## config.mk

```make
export PLATFORM = sky130hd
export DESIGN_NAME = wb_host_slave_p
export DESIGN_NICKNAME = d
export VERILOG_FILES = /design/src/rtl/wb_host_pkg.sv /design/src/rtl/wb_tmo_cnt.sv /design/src/rtl/wb_host_slave_p.sv
export SDC_FILE = /design/constraint.sdc
export NUM_CORES = 1
export LEC_CHECK = 0
export CAP_MARGIN = 5
export CORE_AREA = 2 2 210 212
export CTS_BUF_LIST = sky130_fd_sc_hd__clkbuf_4
export DETAILED_ROUTE_END_ITERATION = 8
export DIE_AREA = 0 0 212 214
export GPL_ROUTABILITY_DRIVEN = 0
export SYNTH_ARGS = -nofsm -noshare
export SYNTH_HDL_FRONTEND = slang
export SYNTH_HIERARCHICAL = 1
export SYNTH_SLANG_ARGS = --single-unit
```

## constraint.sdc

```tcl
create_clock -name clock -period 9.7 [get_ports clock]
set_input_delay 1.94 -clock clock [delete_from_list [all_inputs] [get_ports clock]]
set_output_delay 1.94 -clock clock [all_outputs]
set_load 0.005 [all_outputs]
```

## src/rtl/wb_host_pkg.sv

```systemverilog
// ----------------------------------------------------------------------------
// wb_host_pkg
//   Shared definitions for the Wishbone host slave bridge:
//   - state_t       : bridge FSM state encoding
//   - DEF_*         : default bus geometry and execute/FIFO window addresses
//   - tmo_width()   : width of the WAIT timeout counter for a given TMO
// ----------------------------------------------------------------------------
package wb_host_pkg;

  typedef enum logic [2:0] {
    S_IDLE  = 3'd0,
    S_READ  = 3'd1,
    S_WRITE = 3'd2,
    S_EXEC  = 3'd3,
    S_WAIT  = 3'd4,
    S_DONE  = 3'd5
  } state_t;

  localparam int DEF_DW          = 128;
  localparam int DEF_AW          = 5;
  localparam int DEF_NREG        = 16;
  localparam int DEF_CMD_ADR     = 16;
  localparam int DEF_FIFO_WR_ADR = 17;
  localparam int DEF_FIFO_RD_ADR = 18;
  localparam int DEF_DAT_ADR     = 19;
  localparam int DEF_TMO         = 1024;

  // Counter must hold TMO-1; a single bit is the floor for tiny timeouts.
  function automatic int tmo_width(input int tmo);
    return (tmo <= 2) ? 1 : $clog2(tmo);
  endfunction

endpackage

```

## src/rtl/wb_tmo_cnt.sv

```systemverilog
// ----------------------------------------------------------------------------
// wb_tmo_cnt
//   WAIT-state timeout counter. Counts up while en is high, saturating at
//   TMO-1; clr returns it to zero and has priority over en.
//
//   Ports
//     clock  in   rising-edge clock
//     reset  in   asynchronous active-high reset
//     clr    in   synchronous clear
//     en     in   count enable
//     tc     out  terminal count: counter currently equals TMO-1
// ----------------------------------------------------------------------------
module wb_tmo_cnt
  import wb_host_pkg::*;
#(
  parameter int TMO = DEF_TMO
) (
  input  logic clock,
  input  logic reset,
  input  logic clr,
  input  logic en,
  output logic tc
);

  localparam int             CW   = tmo_width(TMO);
  localparam logic [CW-1:0]  LAST = CW'(TMO - 1);

  logic [CW-1:0] cnt;

  // NOTE: sequential state is written with non-blocking assignments only, so
  // every flop samples the pre-edge values regardless of statement order.
  always_ff @(posedge clock or posedge reset) begin
    if (reset) begin
      cnt <= '0;
    end else if (clr) begin
      cnt <= '0;
    end else if (en && (cnt != LAST)) begin
      cnt <= cnt + CW'(1);
    end
  end

  assign tc = (cnt == LAST);

endmodule

```

## src/rtl/wb_host_slave_p.sv

```systemverilog
// ----------------------------------------------------------------------------
// wb_host_slave_p
//   Wishbone slave that bridges master accesses onto a simple host strobe
//   interface. Plain reads/writes complete in one cycle; writes to the
//   command or data execute addresses launch a host operation and hold the
//   bus until the matching completion strobe arrives or the WAIT timeout
//   expires.
//
//   Ports
//     clock, reset                     clock / async active-high reset
//     cyc_i, stb_i, we_i               Wishbone cycle, strobe, write enable
//     adr_i [AW], dat_i [DW]           master address / write data
//     dat_o [DW], ack_o, err_o         read data, acknowledge, error
//     host_data_i [DW]                 host read data
//     cmd_done_i, data_done_i          host completion strobes
//     host_data_o [DW], adr_o [AW]     host write data / address
//     reg_read_en, reg_write_en,
//     fifo_read_en, fifo_write_en,
//     new_command, new_data            single-cycle host strobes
// ----------------------------------------------------------------------------
module wb_host_slave_p
  import wb_host_pkg::*;
#(
  parameter int DW          = DEF_DW,
  parameter int AW          = DEF_AW,
  parameter int NREG        = DEF_NREG,
  parameter int CMD_ADR     = DEF_CMD_ADR,
  parameter int FIFO_WR_ADR = DEF_FIFO_WR_ADR,
  parameter int FIFO_RD_ADR = DEF_FIFO_RD_ADR,
  parameter int DAT_ADR     = DEF_DAT_ADR,
  parameter int TMO         = DEF_TMO
) (
  input  logic          clock,
  input  logic          reset,
  input  logic          cyc_i,
  input  logic          stb_i,
  input  logic          we_i,
  input  logic [AW-1:0] adr_i,
  input  logic [DW-1:0] dat_i,
  output logic [DW-1:0] dat_o,
  output logic          ack_o,
  output logic          err_o,
  input  logic [DW-1:0] host_data_i,
  input  logic          cmd_done_i,
  input  logic          data_done_i,
  output logic [DW-1:0] host_data_o,
  output logic [AW-1:0] adr_o,
  output logic          reg_read_en,
  output logic          reg_write_en,
  output logic          fifo_read_en,
  output logic          fifo_write_en,
  output logic          new_command,
  output logic          new_data
);

  localparam logic [AW-1:0] CMD_A  = AW'(CMD_ADR);
  localparam logic [AW-1:0] DAT_A  = AW'(DAT_ADR);
  localparam logic [AW-1:0] FWR_A  = AW'(FIFO_WR_ADR);
  localparam logic [AW-1:0] FRD_A  = AW'(FIFO_RD_ADR);

  state_t        state;
  logic [AW-1:0] adr_q;      // address captured at acceptance
  logic          tmo_tc;
  logic          done_match;

  // Register window compare done in 32-bit so NREG == 2**AW still works.
  function automatic logic in_regs(input logic [AW-1:0] a);
    return int'(a) < NREG;
  endfunction

  // Only the completion strobe belonging to the launched operation counts.
  assign done_match = (adr_q == CMD_A) ? cmd_done_i : data_done_i;

  wb_tmo_cnt #(
    .TMO (TMO)
  ) u_tmo (
    .clock (clock),
    .reset (reset),
    .clr   (state == S_EXEC),
    .en    (state == S_WAIT),
    .tc    (tmo_tc)
  );

  // Read data is a direct path from the host during the READ cycle so the
  // host can answer the reg/fifo read strobe in that same cycle.
  assign dat_o = (state == S_READ) ? host_data_i : '0;

  // All strobes/ack/err are registered: they are computed on the edge that
  // enters the state in which they must be visible, and cleared by default.
  // NOTE: every register, including the captured address and the host-side
  // outputs, is asynchronously reset so no stale transaction survives reset.
  always_ff @(posedge clock or posedge reset) begin
    if (reset) begin
      state         <= S_IDLE;
      adr_q         <= '0;
      ack_o         <= 1'b0;
      err_o         <= 1'b0;
      reg_read_en   <= 1'b0;
      reg_write_en  <= 1'b0;
      fifo_read_en  <= 1'b0;
      fifo_write_en <= 1'b0;
      new_command   <= 1'b0;
      new_data      <= 1'b0;
      adr_o         <= '0;
      host_data_o   <= '0;
    end else begin
      ack_o         <= 1'b0;
      err_o         <= 1'b0;
      reg_read_en   <= 1'b0;
      reg_write_en  <= 1'b0;
      fifo_read_en  <= 1'b0;
      fifo_write_en <= 1'b0;
      new_command   <= 1'b0;
      new_data      <= 1'b0;
      adr_o         <= '0;
      host_data_o   <= '0;

      unique case (state)
        S_IDLE: begin
          if (cyc_i && stb_i) begin
            adr_q <= adr_i;
            if (!we_i) begin
              state <= S_READ;
              ack_o <= 1'b1;
              if (in_regs(adr_i)) begin
                reg_read_en <= 1'b1;
                adr_o       <= adr_i;
              end else if (adr_i == FRD_A) begin
                fifo_read_en <= 1'b1;
                adr_o        <= adr_i;
              end else begin
                err_o <= 1'b1;
              end
            end else if ((adr_i == CMD_A) || (adr_i == DAT_A)) begin
              state       <= S_EXEC;
              new_command <= (adr_i == CMD_A);
              new_data    <= (adr_i == DAT_A);
            end else begin
              state       <= S_WRITE;
              ack_o       <= 1'b1;
              host_data_o <= dat_i;
              if (in_regs(adr_i)) begin
                reg_write_en <= 1'b1;
                adr_o        <= adr_i;
              end else if (adr_i == FWR_A) begin
                fifo_write_en <= 1'b1;
                adr_o         <= adr_i;
              end else begin
                err_o <= 1'b1;
              end
            end
          end
        end

        S_READ, S_WRITE, S_DONE: begin
          state <= S_IDLE;
        end

        S_EXEC: begin
          // Counter is cleared this cycle; WAIT starts counting from zero.
          if (!cyc_i) begin
            state <= S_IDLE;
          end else if (done_match) begin
            state <= S_DONE;
            ack_o <= 1'b1;
          end else begin
            state <= S_WAIT;
          end
        end

        S_WAIT: begin
          // A matching done beats the timeout when both land in one cycle.
          if (!cyc_i) begin
            state <= S_IDLE;
          end else if (done_match) begin
            state <= S_DONE;
            ack_o <= 1'b1;
          end else if (tmo_tc) begin
            state <= S_DONE;
            ack_o <= 1'b1;
            err_o <= 1'b1;
          end
        end

        default: begin
          state <= S_IDLE;
        end
      endcase
    end
  end

endmodule
```

==> key figures <==
Setup path
  – Max FO, Critical Path: 1
  – Max incr delay on CP: 580 ps
  – Critical path cell sequence: clkdlybuf4s50_1, and2_1, clkdlybuf4s50_1
  – Largest delay share family, worst path: buffers and inverters
  – Slowest CP cell: clkdlybuf4s50_1
  – Crit end category: output pin
  – Crit path kind: input pin to output pin
  – Buf/Inv on CP: 2
  – Setup crit start kind: input pin
  – Worst path most repeated cell: clkdlybuf4s50_1
  – WP data required: 7760 ps
  – Crit path arrival time: 3460 ps

Power and ir drop
  – Max rail drop VDD: 0.0534 mV
  – Leakage: 5.38 nW
  – PwrDens: 111 mW/mm2

Logic synthesis
  – Top-area cell type share of the netlist area: 61.0%
  – Mapped cell area: 0.00653 mm2
  – Post-Syn Nets: 846
  – Number of synthesized register bits: 159
  – Synth cell types: 50
  – Ys async rst share: 100%
  – Largest cells by area after synthesis: dfrtp_1 (61%), and2_1 (25%), nand2_1 (1.2%), clkbuf_1 (0.98%), clkbuf_2 (0.92%)
  – Synthesis warning total: 6
  – Synth area leader: dfrtp_1
  – Post-synth EDFFs: 0
  – Dominant synthesized flop cell: dfrtp_1
  – Seq/Total Area, Yosys: 61.0%
  – Syn Inst Count: 577
  – Avg Cell Area, Syn: 11.3 um2

Finish
  – Area grow syn2layout: 96.6%
  – Post-route insts no fill: 1701
  – Proportion of layout cells with a drive suffix above 1: 4.32%
  – Multi-input gate area: 0.00235 mm2
  – Seq. cell area: 0.00398 mm2
  – Most common cell after layout, fill and taps aside: clkdlybuf4s50_1
  – Final net count: 1368
  – Fill cells: 4457
  – Commonest non-fill, non-tap cells in the layout: clkdlybuf4s50_1 (536), and2_1 (260), dfrtp_1 (159)

STA
  – Final period util: 55.6%
  – Tightest Pin Transition: 1070 ps
  – Slew headroom: 28.5%
  – Hold Violations, Final: 0
  – Setup TNS: 0 ps
  – Clk_skew: 17.3 ps
  – RSZ-0062 raised after global routing: false
  – Minimum clock period: 5400 ps
  – Min setup slack post-route: 4300 ps
  – Fin. max-slew vios: 0
  – Fmax: 185 MHz
  – Final setup vio count: 0

Placement
  – Port bufs: 536
  – Post-DP HPWL: 31200 um
  – Placed cell count: 1665
  – Dpl ws: 4330 ps

Clock network
  – Clk root buf: clkbuf_4
  – PostCTS Resize Cnt: 0
  – H-tree depth: 4
  – CTS Hold Buffers Added: 0
  – Clk buf depth: 2
  – Clock Latency Late Sink: 610 ps
  – Clock transition at path regs: 140 ps
  – CTS Buf Count: 17
  – Post-CTS Setup Bufs: 0
  – CTS Sinks: 159
  – CTS tree: yes

Detailed routing
  – ANT nets after route: 0
  – 1st-iter DRT viols: 524
  – Pre-antenna DRT Iters: 5
  – WL/cell: 22.3 um
  – Vias: 6479
  – Routed WL: 38000 um
  – # DRC: 0
  – Vias per cell: 3.81

Floorplanning
  – Die Y: 214 um
  – Initial Util: 15.2%
  – Die Wd: 212 um
  – Die Area: 0.0454 mm2
  – Row cnt: 76
  – Top Ports: 537
  – Core area: 0.0429 mm2

Global routing
  – Global-route wire length before repair: 52200 um
  – Total GRT Usage: 16.6%
  – Overflow after GRT: 0
  – Initial antenna violation count: 18
  – Vias in the first global route: 6767
  – Largest net degree at the start of global routing: 129

Min path
  – Hold WC Path Type: flip-flop to flip-flop

Run status
  – Status: complete, no violations

Run
  – Number of max-cap violations: 0
## cells by family (layout without fill, tap and decap cells)
kind of cell,after synthesis,after routing,synth area share (%)
other cells,0,4,0
simple gates,336,336,31.5
fa+ha+maj,1,1,0.192
buf+inv,46,581,3.20
xor+xnor,1,1,0.134
compound gates,31,31,3.51
mux,3,3,0.498
flops,159,159,61.0
## metal layers
metal  GRT usage, %  up-vias  wire length, um
met4           5.73        6              827
met1           15.6     3113            12400
met3           6.44       53             3920
li1               -     2877                -
met2           32.1      430            20800
met5              0        -               33
## synth_stat cells, types with 2 or more instances
cell,n
a311oi_1,2
nand3_1,6
a41oi_1,2
nand2b_1,4
a21oi_1,5
nand2_1,21
a31oi_1,2
and2_1,260
nor3_1,9
clkbuf_2,12
or3_1,2
clkbuf_1,17
nand4_1,3
and3_1,3
nor2_1,4
buf_4,4
o21ai_0,2
nor4_1,6
o41ai_1,2
mux2_2,2
dfrtp_1,159
buf_2,5
nor2b_1,3
a211oi_1,6
nand3b_1,2
nor3b_1,3
inv_1,8
## flip-flops by register name, indices dropped and copies added (netlist names)
signal         flops
fifo_read_en       1
reg_write_en       1
err_o              1
fifo_write_en      1
reg_read_en        1
new_command        1
u_tmo/cnt         10
host_data_o      128
adr_o              5
adr_q              5
state              3
ack_o              1
new_data           1
## worst paths after layout
kind	slack, ps	cells after the start	startpoint	end
hold reg to reg	490	2	adr_q[4]$_DFFE_PP0P_	adr_q[4]$_DFFE_PP0P_
min in group asynchronous	1760	2	reset	u_tmo/cnt[6]$_DFFE_PP0P_
setup / recovery	4300	3	host_data_i[3]	dat_o[3]
setup reg to reg	7190	4	state[2]$_DFFE_PP0P_	host_data_o[48]$_DFF_PP0_
hold / removal	490	2	adr_q[4]$_DFFE_PP0P_	adr_q[4]$_DFFE_PP0P_
max in group asynchronous	6480	3	reset	host_data_o[110]$_DFF_PP0_
## power breakdown
| group | switching, W | internal, W | total, W |
|---|---|---|---|
| logic | 0.000100 | 0.000173 | 0.000273 |
| clock network | 0.000273 | 0.000188 | 0.000460 |
| registers | 0.0000115 | 0.000685 | 0.000696 |
| total | 0.000384 | 0.00105 | 0.00143 |
## tightest hold or removal path: cells and delay by family, from the launching register on
family / cells / cell delay [ps]
and+or+nand+nor: 2 / 110
DFF: 1 / 360
## per-stage QoR
step / power [W] / hold WS, ps / utilization [%] / instance area (um2)
global placement: 0.000984 / 464 / 29.1 / 12500
global route: 0.00150 / 538 / 29.9 / 12800
finish: 0.00143 / 489 / 29.9 / 12800
CTS: 0.00146 / 494 / 29.9 / 12800
floorplan: 0.000775 / 437 / - / 6530
detailed placement: 0.000984 / 460 / 29.1 / 12500
## cell type report
class / count / area share, %
diodes: 4 / 0.0780
clock buffers: 17 / 0.994
clock inverters: 15 / 1.55
inverters: 8 / 0.273
multi-input cells: 372 / 18.3
flip-flops and latches: 159 / 31.0
well taps: 585 / 5.70
repair buffers: 541 / 42.1
Note: power is estimated with default switching activity, not from simulation.
==> RTL edit, RTL diff (same settings) <==
`DEF_DW`: 128 -> 132.
--- a/src/rtl/wb_host_pkg.sv
+++ b/src/rtl/wb_host_pkg.sv
@@ -18,3 +18,3 @@
 
-  localparam int DEF_DW          = 128;
+  localparam int DEF_DW          = 132;
   localparam int DEF_AW          = 5;
Ports: changed (resized dat_i, dat_o, host_data_i and host_data_o); port bits go from 537 to 553. The function was not compared with the original's and may differ.
==> RTL edit against the original RTL <==
Die area unchanged; wire length up 2.2%; synthesized cell count is 2.1% higher; worst setup slack better by 0.12 ns; total power fell by 0.59%; final cell count grew 2.1%; maximum frequency up 2.3%; final area increased by 2.3%; clock power shrank 5.2%; sequential cell count up 4; synthesized area up 2.9%; largest power group unchanged.
==> RTL edit: results (changes against the original RTL) <==
Root Driver: clkbuf_4
Area after DPL: 12800 um2 (+2.4%)
Metal3 WL: 4.57 mm (+16%)
Clock Latency Late Sink: 0.61 ns (about the same)
Crit path DAT: 3.34 ns (-0.12 ns)
Fill cells: 4498 (+0.92%)
Skew final: 0.0258 ns (+0.00850 ns)
Top sig layer: met5
Worst min-delay path category: reg2reg
Top area cells in the synthesized netlist: dfrtp_1 (61%), and2_1 (25%), buf_6 (1.5%), clkbuf_1 (1.3%), nand2_1 (1.2%)
Slowest cell delay on critical path: 0.56 ns (-0.02 ns)
Met2 wire length: 20.3 mm (-2.4%)
Total global-route track usage: 0.169 (+0.00264)
Drt first pass iters: 4 (-1)
Port bufs: 552 (+3.0%)
Synth warn: 6 (unchanged)
Initial antenna violation count: 28 (+10)
Final setup viols: 0 (unchanged)
Post-synthesis sequential area ratio: 0.607 (-0.00247)
Run status: completed
Hpwl dp: 31.6 mm (+1.4%)
Library cells used by synthesis: 47 (-6.0%)
Most frequent cells after synthesis: and2_1 (268), dfrtp_1 (163), clkbuf_1 (23), nand2_1 (22)
M1 WL: 12.3 mm (-0.49%)
Final nets: 1403 (+2.6%)
Top Registers: host_data_o: 132 flops, u_tmo/cnt: 10 flops
Worst-Margin Slew: 1.18 ns (+0.111 ns)
TritonCTS buffer count: 17 (unchanged)
Main synth FF type: dfrtp_1
Post-CTS Setup Inserts: 0 (unchanged)
Post-synth ARST share: 1.00 (unchanged)
Largest net degree at the start of global routing: 133 (+3.1%)
Post-CTS resize count: 0 (unchanged)
Leak pwr: 0.00549 uW (+2.1%)
Crit path max-delay cell type: clkdlybuf4s50_1
Top Family by Delay on Critical Path: buffers and inverters
Max clock buf depth: 2 (unchanged)
VDD IR-drop max: 0.0000591 V (+11%)
CTS H-tree depth: 4 (unchanged)
Reg clk slew, reported paths: 0.14 ns (about the same)
Fraction of layout cells with a size suffix above 1: 0.0386 (-0.00454)
Final WL: 38.8 mm (+2.2%)
Critical path peak fanout: 1 (unchanged)
Initial DRC count: 364 (-31%)
Post-Syn Nets: 866 (+2.4%)
Vias in the first global route: 7037 (+4.0%)
First-pass GRT wire length: 53.4 mm (+2.2%)
Post-DR vias/cell: 3.79 (-0.53%)
-- RTL edit: cell count changes in the layout (fill, tap and decap cells not counted), moves of 2 or more --
| cell | change |
|---|---|
| clkinv_1 | +2 |
| diode_2 | +9 |
| clkinv_4 | +3 |
| clkinv_2 | -2 |
| inv_6 | -2 |
| dfrtp_1 | +4 |
| clkdlybuf4s50_1 | +16 |
| and2_1 | +8 |
-- RTL edit: cells by family after synthesis --
family | share of synthesized area
XOR/XNOR | 0.00130
adder cells (fa/ha/maj) | 0.00186
flip-flops | 0.607
AO/OA/AOI/OAI | 0.0341
AND/OR/NAND/NOR | 0.314
buffers and inverters | 0.0369
multiplexers | 0.00484
-- RTL edit: cell type report --
cell class | count | area, um2 | area share
multi-input cells | 380 | 2400 | 0.183
well taps | 585 | 732 | 0.0557
inverters | 8 | 35.0 | 0.00267
flip-flops and latches | 163 | 4080 | 0.311
diodes | 13 | 32.5 | 0.00248
clock buffers | 17 | 128 | 0.00972
repair buffers | 556 | 5560 | 0.423
clock inverters | 15 | 175 | 0.0133
-- RTL edit: metrics by stage --
stage	hold WS [ns]	std cells	setup WS [ns]
6_report	0.504	1737	4.42
3_5_place_dp	0.474	1692	4.36
2_1_floorplan	0.438	589	3.64
5_1_grt	0.551	1726	4.36
4_1_cts	0.510	1724	4.35
3_3_place_gp	0.466	1692	4.35
-- RTL edit: path summary, 6_finish.rpt --
kind / cells after the start / slack [ns] / to / from
max: 3 / 4.42 / dat_o[6] / host_data_i[6]
min: 2 / 0.50 / adr_q[4] / adr_q[4]
max reg2reg: 4 / 7.12 / host_data_o[107] / state[2]
min reg2reg: 2 / 0.50 / adr_q[4] / adr_q[4]
max in group asynchronous: 3 / 6.46 / host_data_o[107] / reset
min in group asynchronous: 2 / 1.73 / u_tmo/cnt[5] / reset
-- RTL edit: power breakdown --
| part | switching, uW | total [uW] | internal (uW) | leakage, uW |
|---|---|---|---|---|
| combinational | 93.3 | 271 | 177 | 0.00310 |
| clock | 275 | 436 | 161 | 0.000159 |
| sequential | 12.7 | 715 | 702 | 0.00224 |
-- RTL edit: metal layers --
layer / vias up / track usage
met5: - / 0
met3: 59 / 0.0880
met2: 384 / 0.314
met1: 3184 / 0.152
li1: 2948 / -
met4: 6 / 0.0643
-- RTL edit: worst register-to-register path, cell delays in order, from the launching register on --
cell     delay (ns)
dfrtp_1        0.49
or4_4          0.67
nor3_4         0.14
buf_4          0.75
and2_1         0.46
